$ cat src/rtl/mux_sel_arbiter_if.sv
// Request/select bundle between the requesters, the round-robin arbiter and the 4:1 mux.
// MUX_SEL_STATS_EN adds the grant_count statistics signal.
interface mux_sel_arbiter_if;
  logic [3:0] req;
  logic [1:0] sel;
  logic [3:0] grant;
  logic       valid;
`ifdef MUX_SEL_STATS_EN
  logic [7:0] grant_count;
`endif

  modport master (
    output req,
    input  sel,
    input  grant,
`ifdef MUX_SEL_STATS_EN
    input  grant_count,
`endif
    input  valid
  );

  modport slave (
    input  req,
    output sel,
    output grant,
`ifdef MUX_SEL_STATS_EN
    output grant_count,
`endif
    output valid
  );
endinterface

$ cat src/rtl/mux_sel_arbiter.sv
// Round-robin arbiter with bounded dwell time that drives a 4:1 mux select.
// MUX_SEL_STATS_EN adds a saturating count of grants issued.
module mux_sel_arbiter #(
  parameter int unsigned HOLD_CYCLES = 4,
  parameter int unsigned CNT_W       = 8
) (
  input logic             clk,
  input logic             rst,
  mux_sel_arbiter_if.slave bus
);

  typedef enum logic {IDLE, GRANT} state_t;

  localparam logic [CNT_W-1:0] CNT_MAX = CNT_W'(HOLD_CYCLES - 1);

  state_t           state_q, state_d;
  logic [1:0]       ptr_q, ptr_d;
  logic [CNT_W-1:0] cnt_q, cnt_d;
  logic [1:0]       sel_q, sel_d;
  logic [3:0]       grant_q, grant_d;
  logic             valid_q, valid_d;
  logic             new_grant;
  logic [1:0]       sel_inc;
  logic [2:0]       pick_idle, pick_next;

  // {found, index} of the first requester scanning p, p+1, p+2, p+3 (mod 4).
  function automatic logic [2:0] pick(input logic [1:0] p, input logic [3:0] r);
    logic [2:0] res;
    logic [1:0] idx;
    res = '0;
    for (int unsigned i = 0; i < 4; i++) begin
      idx = p + 2'(i);
      if (!res[2] && r[idx]) res = {1'b1, idx};
    end
    return res;
  endfunction

  assign sel_inc   = sel_q + 2'd1;
  assign pick_idle = pick(ptr_q, bus.req);
  assign pick_next = pick(sel_inc, bus.req);

  always_ff @(posedge clk or posedge rst) begin
    if (rst) begin
      state_q <= IDLE;
      ptr_q   <= '0;
      cnt_q   <= '0;
      sel_q   <= '0;
      grant_q <= '0;
      valid_q <= 1'b0;
    end else begin
      state_q <= state_d;
      ptr_q   <= ptr_d;
      cnt_q   <= cnt_d;
      sel_q   <= sel_d;
      grant_q <= grant_d;
      valid_q <= valid_d;
    end
  end

  always_comb begin
    state_d   = state_q;
    ptr_d     = ptr_q;
    cnt_d     = cnt_q;
    sel_d     = sel_q;
    grant_d   = grant_q;
    valid_d   = valid_q;
    new_grant = 1'b0;
    unique case (state_q)
      IDLE: begin
        valid_d = 1'b0;
        grant_d = '0;
        if (pick_idle[2]) begin
          state_d   = GRANT;
          sel_d     = pick_idle[1:0];
          grant_d   = 4'b0001 << pick_idle[1:0];
          valid_d   = 1'b1;
          cnt_d     = '0;
          new_grant = 1'b1;
        end
      end
      GRANT: begin
        if (bus.req[sel_q] && (cnt_q != CNT_MAX)) begin
          cnt_d = cnt_q + 1'b1;
        end else begin
          // Owner is scanned last, so a lone requester is simply re-granted.
          ptr_d = sel_inc;
          if (pick_next[2]) begin
            sel_d     = pick_next[1:0];
            grant_d   = 4'b0001 << pick_next[1:0];
            cnt_d     = '0;
            valid_d   = 1'b1;
            new_grant = 1'b1;
          end else begin
            state_d = IDLE;
            valid_d = 1'b0;
            grant_d = '0;
          end
        end
      end
      default: state_d = IDLE;
    endcase
  end

  assign bus.sel   = sel_q;
  assign bus.grant = grant_q;
  assign bus.valid = valid_q;

`ifdef MUX_SEL_STATS_EN
  logic [7:0] grant_count_q, grant_count_d;

  always_comb begin
    grant_count_d = grant_count_q;
    if (new_grant && (grant_count_q != 8'hFF)) grant_count_d = grant_count_q + 8'd1;
  end

  always_ff @(posedge clk or posedge rst) begin
    if (rst) grant_count_q <= '0;
    else     grant_count_q <= grant_count_d;
  end

  assign bus.grant_count = grant_count_q;
`else
  logic unused_new_grant;
  assign unused_new_grant = new_grant;
`endif

endmodule

$ cat src/flat_wrapper.sv
// flat-port wrapper written by rule: the top's interface ports become plain ports
module mux_sel_arbiter_flat 
#(
  parameter int unsigned HOLD_CYCLES = 4,
  parameter int unsigned CNT_W       = 8
)
  (clk, rst, bus_req, bus_sel, bus_grant, bus_valid);
  mux_sel_arbiter_if bus_i ();
  input logic clk;
  input logic rst;
  input wire logic [$bits(bus_i.req)-1:0] bus_req;
  output wire logic [$bits(bus_i.sel)-1:0] bus_sel;
  output wire logic [$bits(bus_i.grant)-1:0] bus_grant;
  output wire logic [$bits(bus_i.valid)-1:0] bus_valid;
  assign bus_i.req = bus_req;
  assign bus_sel = bus_i.sel;
  assign bus_grant = bus_i.grant;
  assign bus_valid = bus_i.valid;
  mux_sel_arbiter #(.HOLD_CYCLES(HOLD_CYCLES), .CNT_W(CNT_W)) u_core (.clk(clk), .rst(rst), .bus(bus_i));
endmodule
$ cat config.mk
export PLATFORM = sky130hd
export DESIGN_NAME = mux_sel_arbiter_flat
export DESIGN_NICKNAME = d
export VERILOG_FILES = /design/src/rtl/mux_sel_arbiter_if.sv /design/src/rtl/mux_sel_arbiter.sv /design/src/flat_wrapper.sv
export SDC_FILE = /design/constraint.sdc
export NUM_CORES = 1
export LEC_CHECK = 0
export BUFFER_PORTS_ARGS = -buffer_cell sky130_fd_sc_hd__buf_2
export CAP_MARGIN = 5
export CORE_MARGIN = 10
export CORE_UTILIZATION = 47
export DETAILED_ROUTE_END_ITERATION = 10
export GPL_TIMING_DRIVEN = 1
export PLACE_DENSITY_LB_ADDON = 0.2
export REMOVE_ABC_BUFFERS = 1
export SYNTH_ARGS = -nofsm -noshare
export SYNTH_HDL_FRONTEND = slang
export SYNTH_SLANG_ARGS = --single-unit
export TNS_END_PERCENT = 20
$ cat constraint.sdc
create_clock -name clk -period 2.21 [get_ports clk]
set_clock_uncertainty 0.1 [all_clocks]
set_input_delay 0.442 -clock clk [delete_from_list [all_inputs] [get_ports clk]]
set_output_delay 0.442 -clock clk [all_outputs]
set_load 0.005 [all_outputs]
==> flow_summary.json <==
{
  "postCtsResizedCells": 0,
  "placed_area_um2": 1190,
  "reg2reg_slack_ps": 140,
  "drive_gt1_frac": 0.195,
  "post_cts_buffers": 0,
  "clk_latency_ps": 300,
  "clkPwrFrac": 0.118,
  "yosys.area_share.simple": 0.227,
  "regArea_um2": 450,
  "synth-main-ff-cell": "dfrtp_1",
  "cts_sinks": 18,
  "wire_per_inst_um": 15.3,
  "cp-start-kind": "register",
  "cts_tree": "done",
  "p_sw_uw": 544,
  "numCtsBuffers": 3,
  "htreeDepth": 1,
  "synthCells": 118,
  "die_h_um": 68.2,
  "synth-xor-area-share": 0.00804,
  "drv_cap": 0,
  "synth_compound_area_frac": 0.263,
  "min_path_type": "in -> async",
  "mostFrequentLayoutCells": "dfrtp_1 (18), o21ai_0 (12), buf_2 (12)",
  "grt_antenna_before_repair": 0,
  "grt_overflow": 0,
  "crit_family": "simple AND/OR/NAND/NOR gates",
  "path_clk_slew_ps": 100,
  "fillers": 214,
  "synthToLayoutAreaGrowth_pct": 11.7,
  "layout_commonest_cell": "dfrtp_1",
  "gp_congestion": 0.806,
  "synth_area_um2": 1090,
  "reg2reg_from": "u_core.cnt_q[0]",
  "dpl.hpwl_mm": 1.85,
  "crit_slowest_cell": "or4b_4",
  "ys_warn_count": 0,
  "async_flop_share": 1.00,
  "grt_setup_unrepaired": "no",
  "status": "completed",
  "synth_cell_types": 40,
  "utilization": 0.550,
  "via_count": 956,
  "combPwrFrac": 0.498,
  "grt_use_total": 0.121,
  "cts_hold_buf": 0,
  "max_freq_mhz": 483,
  "p_per_area_nw_per_um2": 1130,
  "drc_errors": 0,
  "whs_ps": 121,
  "wl_mm": 2.46,
  "rr_worst_depth": 5,
  "synth-edff-count": 0,
  "critical_path_class": "reg -> reg",
  "worstPathCellList": "ha_1 -> or4b_4 -> o211a_1 -> nor2_1 -> mux2_2",
  "clockBufferDepth": 2,
  "muxShareOfSynthArea": 0.0344,
  "p_int_uw": 833,
  "synth_seq_area_share": 0.413,
  "crit_fanout": 5,
  "final_cell_area_um2": 1220,
  "ys_seq_elements": 18,
  "final_hold_viol_count": 0,
  "drt-initial-drc-count": 22,
  "relSlewSlack": 0.560,
  "grt_pass1_wl_mm": 4.33,
  "leakage_nw": 0.531,
  "io_buffer_count": 12,
  "clock-root-buffer": "clkbuf_4",
  "antenna_cells": 0,
  "fp-row-count": 17,
  "synth-adder-area-share": 0.0115,
  "fin_nets": 142,
  "finalMaxSlewViolations": 0,
  "dieArea_um2": 4650,
  "dr.pass1.iters": 4,
  "ant_nets": 0,
  "switching_share": 0.395,
  "tightestPinTransition_ps": 660,
  "finalCritPeriodShare": 0.936,
  "setup_violations": 0,
  "core_um2": 2210,
  "start_util": 0.493,
  "worstPathRequired_ps": 2300,
  "grt_pass1_vias": 932,
  "period_needed_ps": 2070,
  "vias_per_cell": 5.94,
  "crit_arrival_ps": 2160,
  "ios": 13,
  "peakVddDrop_mv": 0.592,
  "multi_input_area_um2": 593,
  "grt_max_degree": 19,
  "cp-end-kind": "register",
  "die_x_um": 68.2,
  "avgSynthCellArea_um2": 9.24,
  "critical_path_buf_inv_count": 0,
  "setup_tns_ps": 0,
  "reg2reg_to": "u_core.bus.sel[1]",
  "power_frac_seq": 0.384,
  "synth_top_family_by_area": "compound AO/OA/AOI/OAI gates",
  "crit_path_max_incr_delay_ps": 490,
  "power_mw": 1.38
}
flip-flops by register name, indices dropped and copies added, names as in the netlist:
| register | cells |
|---|---|
| u_core.bus.sel | 2 |
| u_core.state_q | 1 |
| u_core.bus.valid | 1 |
| u_core.bus.grant | 4 |
| u_core.ptr_q | 2 |
| u_core.cnt_q | 8 |
metrics by stage:
step,setup WS [ps],std cells
3_5_place_dp,155,158
2_1_floorplan,134,112
6_report,140,161
3_3_place_gp,204,158
5_1_grt,40.4,161
4_1_cts,139,161
worst max-delay path by stage:
stage / start / end / slack, ps / depth (start not counted)
global route: u_core.cnt_q[0] / u_core.bus.sel[1] / 40 / 5
floorplan: bus_req[2] / u_core.bus.grant[1] / 130 / 5
global placement: bus_req[1] / u_core.bus.sel[1] / 200 / 5
CTS: u_core.cnt_q[0] / u_core.bus.sel[1] / 140 / 5
finish: u_core.cnt_q[0] / u_core.bus.sel[1] / 140 / 5
detailed placement: u_core.cnt_q[0] / u_core.bus.sel[1] / 150 / 5
cell type report:
| type | count | area share |
|---|---|---|
| multi-input combinational | 91 | 0.487 |
| sequential | 18 | 0.370 |
| timing repair buffer | 18 | 0.0863 |
| tap | 28 | 0.0288 |
| clock buffer | 3 | 0.0185 |
| inverter | 3 | 0.00925 |
kinds of logic (layout without fill, tap and decap cells):
logic type	after synthesis	in the layout
buffers and inverters	9	24
multiplexers	2	2
AND/OR/NAND/NOR	45	45
adder cells (fa/ha/maj)	1	1
flip-flops	18	18
XOR/XNOR	1	1
AO/OA/AOI/OAI	42	42
routing by layer:
layer	up-vias	share of wire	global-route usage	wire [um]
met5	-	0	0	0
met4	0	0.019	0.0528	46
met3	5	0.064	0.0424	157
met2	21	0.45	0.180	1100
met1	455	0.47	0.154	1150
li1	475	-	-	-
Yosys cell counts (all sizes together) (2+ instances only):
| master | number | share of area |
|---|---|---|
| buf | 3 | 0.022 |
| o21ai | 12 | 0.055 |
| o31ai | 3 | 0.021 |
| nor4 | 2 | 0.011 |
| nor2 | 10 | 0.034 |
| nand2b | 8 | 0.046 |
| nand3 | 3 | 0.014 |
| inv | 3 | 0.010 |
| a21oi | 6 | 0.028 |
| o32a | 2 | 0.018 |
| nor2b | 3 | 0.017 |
| o221ai | 2 | 0.016 |
| a21o | 2 | 0.014 |
| a31oi | 4 | 0.023 |
| nand2 | 7 | 0.024 |
| and3 | 2 | 0.011 |
| nor3b | 3 | 0.021 |
| o21a | 2 | 0.014 |
| clkbuf | 3 | 0.010 |
| or2 | 2 | 0.011 |
| dfrtp | 18 | 0.41 |
| a211oi | 2 | 0.014 |
power by group through the flow:
| stage | sequential, mW | combinational [mW] | clock, mW |
|---|---|---|---|
| floorplan | 0.529 | 0.433 | 0 |
| CTS | 0.527 | 0.687 | 0.170 |
| global route | 0.545 | 0.773 | 0.186 |
| global placement | 0.528 | 0.669 | 0 |
| detailed placement | 0.534 | 0.683 | 0 |
| finish | 0.529 | 0.686 | 0.162 |
worst reg2reg max path, delay by kind of cell, from the launching register on:
family / cells / cell delay [ps]
AND/OR/NAND/NOR: 2 / 650
flip-flops: 1 / 410
multiplexers: 1 / 340
AO/OA/AOI/OAI: 1 / 260
adder cells (fa/ha/maj): 1 / 210
Note: power is estimated with default switching activity, not from simulation.
